### config.mk
export PLATFORM = sky130hd
export DESIGN_NAME = lilmaster
export DESIGN_NICKNAME = d
export VERILOG_FILES = /design/src/rtl/lilmaster_pkg.sv /design/src/rtl/lilmaster_arb.sv /design/src/rtl/lilmaster.sv
export SDC_FILE = /design/constraint.sdc
export NUM_CORES = 1
export LEC_CHECK = 0
export CELL_PAD_IN_SITES_DETAIL_PLACEMENT = 0
export CELL_PAD_IN_SITES_GLOBAL_PLACEMENT = 1
export CORE_MARGIN = 8
export CORE_UTILIZATION = 49
export DETAILED_ROUTE_END_ITERATION = 7
export DONT_BUFFER_PORTS = 1
export PLACE_DENSITY = 0.85
export SLEW_MARGIN = 10
export SYNTH_ARGS = -nofsm -noshare
export SYNTH_HDL_FRONTEND = slang
export SYNTH_SLANG_ARGS = --single-unit
### constraint.sdc
create_clock -name CLOCK -period 3.15 [get_ports CLOCK]
set_clock_uncertainty 0.2 [all_clocks]
set_input_delay 0.63 -clock CLOCK [delete_from_list [all_inputs] [get_ports CLOCK]]
set_output_delay 0.63 -clock CLOCK [all_outputs]
set_load 0.05 [all_outputs]
### src/rtl/lilmaster_pkg.sv
// Shared types and constants for the lilmaster Unibus master.
package lilmaster_pkg;

  typedef enum logic [2:0] {
    S_IDLE,
    S_REQ,
    S_SACK,
    S_SEIZE,
    S_DESKEW,
    S_MSYN,
    S_UNSYN,
    S_RELEASE
  } state_t;

  localparam logic [1:0] REG_ID   = 2'd0;
  localparam logic [1:0] REG_CSR  = 2'd1;
  localparam logic [1:0] REG_DATA = 2'd2;
  localparam logic [1:0] REG_CNT  = 2'd3;

  localparam logic [31:0] ID_WORD  = 32'h424D1001;
  localparam logic [15:0] DATA_RST = 16'hBAAD;

  localparam logic [1:0] FN_DATI  = 2'b00;
  localparam logic [1:0] FN_DATO  = 2'b10;
  localparam logic [1:0] FN_DATOB = 2'b11;

  // Code 01 has no bus meaning here; it is issued as a plain DATI.
  function automatic logic [1:0] bus_func(input logic [1:0] f);
    return f[1] ? f : FN_DATI;
  endfunction

endpackage

### src/rtl/lilmaster_arb.sv
// NPR/NPG/SACK handshake for lilmaster; instantiated only when LILMASTER_NPR_EN is defined.
module lilmaster_arb (
  input  logic clk,
  input  logic rst_n,
  input  logic clr,
  input  logic req,
  input  logic seize,
  input  logic npg,
  input  logic bbsy,
  input  logic ssyn,
  output logic npr,
  output logic sack,
  output logic granted,
  output logic won
);

  always_ff @(posedge clk or negedge rst_n) begin
    if (!rst_n) begin
      npr  <= 1'b0;
      sack <= 1'b0;
    end else if (clr) begin
      npr  <= 1'b0;
      sack <= 1'b0;
    end else begin
      if (req) begin
        npr <= 1'b1;
      end else if (granted) begin
        npr  <= 1'b0;
        sack <= 1'b1;
      end
      if (seize) sack <= 1'b0;
    end
  end

  assign granted = npr & npg;
  // Bus is ours once the grant is withdrawn and the previous master has left.
  assign won     = sack & ~npg & ~bbsy & ~ssyn;

endmodule

### src/rtl/lilmaster.sv
// Unibus single-cycle master (DATI/DATO/DATOB) under ARM register control.
// Define LILMASTER_NPR_EN to compile in NPR/SACK arbitration before bus seizure.
module lilmaster
  import lilmaster_pkg::*;
#(
  parameter int unsigned DESKEW  = 8,
  parameter int unsigned TIMEOUT = 1000
) (
  input  logic        CLOCK,
  input  logic        RESET_N,
  input  logic        armwrite,
  input  logic [1:0]  armraddr,
  input  logic [1:0]  armwaddr,
  input  logic [31:0] armwdata,
  output logic [31:0] armrdata,
  input  logic [15:0] d_in_h,
  input  logic        ssyn_in_h,
  input  logic        bbsy_in_h,
  input  logic        init_in_h,
  input  logic        npg_in_h,
  output logic [17:0] a_out_h,
  output logic [1:0]  c_out_h,
  output logic [15:0] d_out_h,
  output logic        msyn_out_h,
  output logic        bbsy_out_h,
  output logic        npr_out_h,
  output logic        sack_out_h
);

  localparam logic [15:0] DESKEW_LD    = 16'(DESKEW - 1);
  localparam logic [15:0] TIMEOUT_LAST = 16'(TIMEOUT - 1);

  state_t      state_q, state_n;
  logic [17:0] addr_q, addr_n;
  logic [1:0]  func_q, func_n;
  logic [15:0] data_q, data_n;
  logic [15:0] cyccnt_q, cyccnt_n;
  logic        timo_q, timo_n;
  logic [17:0] a_q, a_n;
  logic [1:0]  c_q, c_n;
  logic [15:0] d_q, d_n;
  logic        msyn_q, msyn_n;
  logic        bbsy_q, bbsy_n;
  logic [15:0] dcnt_q, dcnt_n;
  logic [15:0] tcnt_q, tcnt_n;

  logic busy, wr_csr, wr_data, go, abort_hit, seize;

  assign busy      = (state_q != S_IDLE);
  assign wr_csr    = armwrite && (armwaddr == REG_CSR);
  assign wr_data   = armwrite && (armwaddr == REG_DATA);
  assign go        = wr_csr && armwdata[31] && !busy && !init_in_h;
  assign abort_hit = armwrite && (armwaddr == REG_CNT) && armwdata[31] && busy;

`ifdef LILMASTER_NPR_EN
  logic arb_granted, arb_won;

  lilmaster_arb u_arb (
    .clk     (CLOCK),
    .rst_n   (RESET_N),
    .clr     (init_in_h | abort_hit),
    .req     (go),
    .seize   (seize),
    .npg     (npg_in_h),
    .bbsy    (bbsy_in_h),
    .ssyn    (ssyn_in_h),
    .npr     (npr_out_h),
    .sack    (sack_out_h),
    .granted (arb_granted),
    .won     (arb_won)
  );

  logic unused_bits;
  assign unused_bits = ^armwdata[30:20];
`else
  assign npr_out_h  = 1'b0;
  assign sack_out_h = 1'b0;

  logic unused_bits;
  assign unused_bits = ^{npg_in_h, seize, armwdata[30:20]};
`endif

  always_ff @(posedge CLOCK or negedge RESET_N) begin
    if (!RESET_N) begin
      state_q  <= S_IDLE;
      addr_q   <= '0;
      func_q   <= FN_DATI;
      data_q   <= DATA_RST;
      cyccnt_q <= '0;
      timo_q   <= 1'b0;
      a_q      <= '0;
      c_q      <= '0;
      d_q      <= '0;
      msyn_q   <= 1'b0;
      bbsy_q   <= 1'b0;
      dcnt_q   <= '0;
      tcnt_q   <= '0;
    end else begin
      state_q  <= state_n;
      addr_q   <= addr_n;
      func_q   <= func_n;
      data_q   <= data_n;
      cyccnt_q <= cyccnt_n;
      timo_q   <= timo_n;
      a_q      <= a_n;
      c_q      <= c_n;
      d_q      <= d_n;
      msyn_q   <= msyn_n;
      bbsy_q   <= bbsy_n;
      dcnt_q   <= dcnt_n;
      tcnt_q   <= tcnt_n;
    end
  end

  always_comb begin
    state_n  = state_q;
    addr_n   = addr_q;
    func_n   = func_q;
    data_n   = data_q;
    cyccnt_n = cyccnt_q;
    timo_n   = timo_q;
    a_n      = a_q;
    c_n      = c_q;
    d_n      = d_q;
    msyn_n   = msyn_q;
    bbsy_n   = bbsy_q;
    dcnt_n   = dcnt_q;
    tcnt_n   = tcnt_q;
    seize    = 1'b0;

    if (wr_csr && !busy) begin
      addr_n = armwdata[17:0];
      func_n = armwdata[19:18];
    end
    if (wr_data && !busy) data_n = armwdata[15:0];

    // Priority: INIT, then ARM abort, then per-state timeout, then SSYN.
    if (init_in_h) begin
      state_n = S_IDLE;
      a_n     = '0;
      c_n     = '0;
      d_n     = '0;
      msyn_n  = 1'b0;
      bbsy_n  = 1'b0;
      if (busy) timo_n = 1'b1;
    end else if (abort_hit) begin
      state_n = S_RELEASE;
      msyn_n  = 1'b0;
      timo_n  = 1'b1;
    end else begin
      case (state_q)
        S_IDLE: begin
          if (go) begin
            timo_n = 1'b0;
`ifdef LILMASTER_NPR_EN
            state_n = S_REQ;
`else
            state_n = S_SEIZE;
`endif
          end
        end
`ifdef LILMASTER_NPR_EN
        S_REQ:  if (arb_granted) state_n = S_SACK;
        S_SACK: if (arb_won) state_n = S_SEIZE;
`endif
        S_SEIZE: begin
          if (!bbsy_in_h && !ssyn_in_h) begin
            seize   = 1'b1;
            bbsy_n  = 1'b1;
            a_n     = addr_q;
            c_n     = bus_func(func_q);
            if (func_q[1]) d_n = data_q;
            dcnt_n  = DESKEW_LD;
            state_n = S_DESKEW;
          end
        end
        S_DESKEW: begin
          if (dcnt_q == '0) begin
            msyn_n  = 1'b1;
            tcnt_n  = '0;
            state_n = S_MSYN;
          end else begin
            dcnt_n = dcnt_q - 16'd1;
          end
        end
        S_MSYN: begin
          if (tcnt_q == TIMEOUT_LAST) begin
            timo_n  = 1'b1;
            msyn_n  = 1'b0;
            state_n = S_RELEASE;
          end else if (ssyn_in_h) begin
            if (!func_q[1]) data_n = d_in_h;
            msyn_n  = 1'b0;
            tcnt_n  = '0;
            state_n = S_UNSYN;
          end else begin
            tcnt_n = tcnt_q + 16'd1;
          end
        end
        S_UNSYN: begin
          if (tcnt_q == TIMEOUT_LAST) begin
            timo_n  = 1'b1;
            state_n = S_RELEASE;
          end else if (!ssyn_in_h) begin
            state_n = S_RELEASE;
          end else begin
            tcnt_n = tcnt_q + 16'd1;
          end
        end
        S_RELEASE: begin
          a_n     = '0;
          c_n     = '0;
          d_n     = '0;
          msyn_n  = 1'b0;
          bbsy_n  = 1'b0;
          if (!timo_q) cyccnt_n = cyccnt_q + 16'd1;
          state_n = S_IDLE;
        end
        default: state_n = S_IDLE;
      endcase
    end
  end

  always_comb begin
    armrdata = '0;
    case (armraddr)
      REG_ID:   armrdata = ID_WORD;
      REG_CSR:  armrdata = {busy, timo_q, 10'b0, func_q, addr_q};
      REG_DATA: armrdata = {16'b0, data_q};
      default:  armrdata = {16'b0, cyccnt_q};
    endcase
  end

  assign a_out_h    = a_q;
  assign c_out_h    = c_q;
  assign d_out_h    = d_q;
  assign msyn_out_h = msyn_q;
  assign bbsy_out_h = bbsy_q;

endmodule

==> summary.md <==
| Metric | Value |
|---|---|
| Post-Layout Cell Count | `843` |
| Antenna cells | `0` |
| Tightest Pin Transition | `1.264 ns` |
| Iter 0 DRT Violations | `~560` |
| Total Neg Setup Slack | `0 ns` |
| CORE AREA | `0.01303 mm^2` |
| Hold WC Path Type | `in -> async` |
| Initial antenna violation count | `0` |
| Failing checks | `negative hold slack` |
| Top area cells in the synthesized netlist | `dfrtp_1, mux2_2, a22o_1` |
| Worst setup SP type | `flip-flop` |
| Final worst setup slack | `approximately 0.28 ns` |
| Total track usage | `0.2136` |
| Fraction of registers with async set/reset | `1.000` |
| Met3 usage | `0.06778` |
| Leakage power | `around 3.2 nW` |
| Area after DPL | `between 0.006 and 0.007 mm^2` |
| Arr. time, crit path | `2.94 ns` |
| Register area share after synthesis | `0.4916` |
| Crit-path leading delay family | `simple AND/OR/NAND/NOR gates` |
| Inserted Clock Buffers | `17` |
| Peak supply drop | `0.0006046 V` |
| Run status | `complete, but fails checks` |
| Initial Utilization | `0.4940` |
| Top Ports | `131` |
| Pwr dens | `778.7 mW/mm^2` |
| Vias | `5138` |
| Routed vias/inst | `6.095` |
| CP Capture Type | `flip-flop` |
| Post-placement setup slack | `0.3121 ns` |
| GR peak layer | `met2` |
| Drt total wl | `17490 um` |
| Routed len/inst | `between 20 and 25 um` |
| Worst Path Required | `3.22 ns` |
| Post-route minimum period | `2.874 ns` |
| Sink Count | `126` |
| Gp weighted congestion | `about 0.88` |
| Crit path max-delay cell type | `or4_4` |
| Total congestion overflow | `0` |
| # rows | `42` |
| Commonest non-fill, non-tap cell in the layout | `dfrtp_1` |
| Most frequent cells in the layout | `dfrtp_1, nand2_1, nor2_1, a21oi_1, buf_4` |
| Post-route ant nets | `0` |
| M1 GR Usage | `0.2775` |
| Fmax | `approximately 350 MHz` |
| Crit path buf inv count | `1` |
| Synthesized area | `0.006439 mm^2` |
| Layout cells sized above 1 | `0.1934` |
| RSZ-0062 raised after global routing | `false` |
| Fin Hold WS | `-0.2954 ns` |
| Pin count of the biggest net entering global routing | `127` |
| Vias in the first global route | `5047` |
| Met2 Track Usage GR | `0.3359` |
| Clock slew seen by the registers of the worst setup and hold paths | `about 0.06 ns` |
| Period utilisation layout | `0.9123` |
| Die W | `130.6 um` |
| Final HPWL DP | `11920 um` |
| Syn avg cell area | `10.04 um^2` |
| Nets | `717` |
| Unique masters post-synth | `64` |
| Area share of the largest cell type after synthesis | `0.4508` |
| Worst-Skew Late Latency | `0.42 ns` |
| Cells after Synth | `between 600 and 700` |
| Buffers on Ports | `0` |
| Clk root buf | `clkbuf_16` |
| Total die area | `0.01706 mm^2` |
| Slew Viols, Final | `0` |
| Yosys reg bits | `~130` |
| CP Max Fanout | `13` |
| Slew margin rel. | `0.1562` |
| Max cap viols | `0` |
| Die Span Y | `130.6 um` |
| Worst setup path class | `reg -> reg` |
| Placed Cells | `811` |
| DRT Pass-1 Iters | `5` |
| Synth area leader | `dfrtp_1` |
| Ordered cell list for the critical path | `inv_1 > ha_1 > or3b_2 > or4_4 > nand2_1 > and4_1 > a31oi_1` |
| Post-synth EDFFs | `0` |
| H-tree level count | `4` |
| Fin. Hold Viols | `~130` |
| Number of remaining DRC errors | `0` |
| CTS tree | `done` |
| Setup-failing EPs final | `0` |
| Slowest stage delay, CP | `0.55 ns` |
| Area grow syn2layout | `13.58%` |
| Main flop type after synthesis | `dfrtp_1` |
| First-pass GRT wire length | `27860 um` |
| Yosys warns | `0` |
| Fin area | `0.007313 mm^2` |
| Clk buf depth | `2` |
through the flow:
stage               hold WS (ns)    util  power (mW)
finish                   -0.2954  0.5612       5.695
global route             -0.3138  0.5612       5.936
CTS                      -0.3059  0.5612       5.707
detailed placement        0.1398  0.5166       3.772
global placement          0.1398  0.5166       3.723
floorplan                 0.1344       -       3.392
flip-flops by register name, summed over array words and instances, names as in the netlist, 2 cells and up:
signal,flops
a_out_h,18
addr_q,18
cyccnt_q,16
d_out_h,16
data_q,16
dcnt_q,16
tcnt_q,16
state_q,3
c_out_h,2
func_q,2
synth_stat cells, drive strengths merged, types with 2 or more instances:
master  instances
a32o            2
nand3          21
nor4            6
a41oi           6
o21ai          32
nand4b          2
and3            7
clkbuf         29
dfstp          10
and2            5
xor2            7
ha              4
or3             7
nor2b           3
o211ai          4
and4            5
xnor2          10
dfrtp         116
o22a            2
a21o            3
a211o           2
nor4bb          4
nand2b          5
inv            14
nor3            8
nand4          14
mux2i          20
nor2           42
a31oi          16
or4            12
mux2           32
buf            21
a22o           31
or2             4
a211oi          2
a21oi          41
nand2          70
nor3b           3
o31ai           5
logic make-up (layout without fill, tap and decap cells):
kind of cell	count (synthesis)	after routing	synth area share
muxes	52	52	0.08706
adders and majority gates	4	4	0.007773
AOI/OAI and AO/OA	157	157	0.1667
and+or+nand+nor	220	220	0.1763
other	1	10	0.0005824
buffers and inverters	64	81	0.04683
xor gates and xnor gates	17	17	0.02312
DFF	126	126	0.4916
per-layer routing:
| layer | part of all wire | wire length [um] |
|---|---|---|
| met2 | 0.48 | 8331 |
| met1 | 0.43 | 7567 |
| met3 | 0.081 | 1414 |
| met5 | 0 | 0 |
| met4 | 0.0099 | 173 |
worst reg2reg max path, cell delays in order, from the launching register on:
cell and delay (ns):
dfrtp_1 0.40, inv_1 0.12, ha_1 0.16, or3b_2 0.44, or4_4 0.55, nand2_1 0.14, and4_1 0.54, a31oi_1 0.18
what timing repair did:
action | CTS | global route
hold endpoints to repair | 126 | 126
gates resized for setup | 0 | 0
setup buffers | 0 | 0
endpoints found under the setup margin | 0 | 0
power breakdown:
part           total (mW)  switching (mW)  leakage [nW]  internal, mW
Clock                1.93           0.690         0.291          1.24
Sequential           2.56           0.574          1.62          1.99
Combinational        1.20           0.713          1.28         0.490
path summary, 6_finish.rpt:
check                                        start                 endpoint  slack (ns)  depth (start not counted)
max in group asynchronous                  RESET_N      data_q[0]$_DFF_PN1_        2.83                          0
max reg2reg                  dcnt_q[0]$_DFFE_PN0P_   tcnt_q[10]$_DFFE_PN0P_        0.28                          7
min                                        RESET_N  d_out_h[11]$_DFFE_PN0P_       -0.30                          0
max                          dcnt_q[0]$_DFFE_PN0P_   tcnt_q[10]$_DFFE_PN0P_        0.28                          7
min in group CLOCK                       init_in_h   state_q[2]$_DFFE_PN0P_        0.07                          1
min reg2reg                cyccnt_q[4]$_DFFE_PN0P_  cyccnt_q[4]$_DFFE_PN0P_        0.29                          1
layout make-up:
cell class              instances  area [um^2]
fillers                      1189         5719
flip-flops and latches        126         3166
multi-input cells             460         3032
clock buffers                  25        495.5
repair buffers                 35        262.8
well taps                     176        220.2
clock inverters                 7        85.08
inverters                      14        52.55
(Power assumes the default switching activity.)
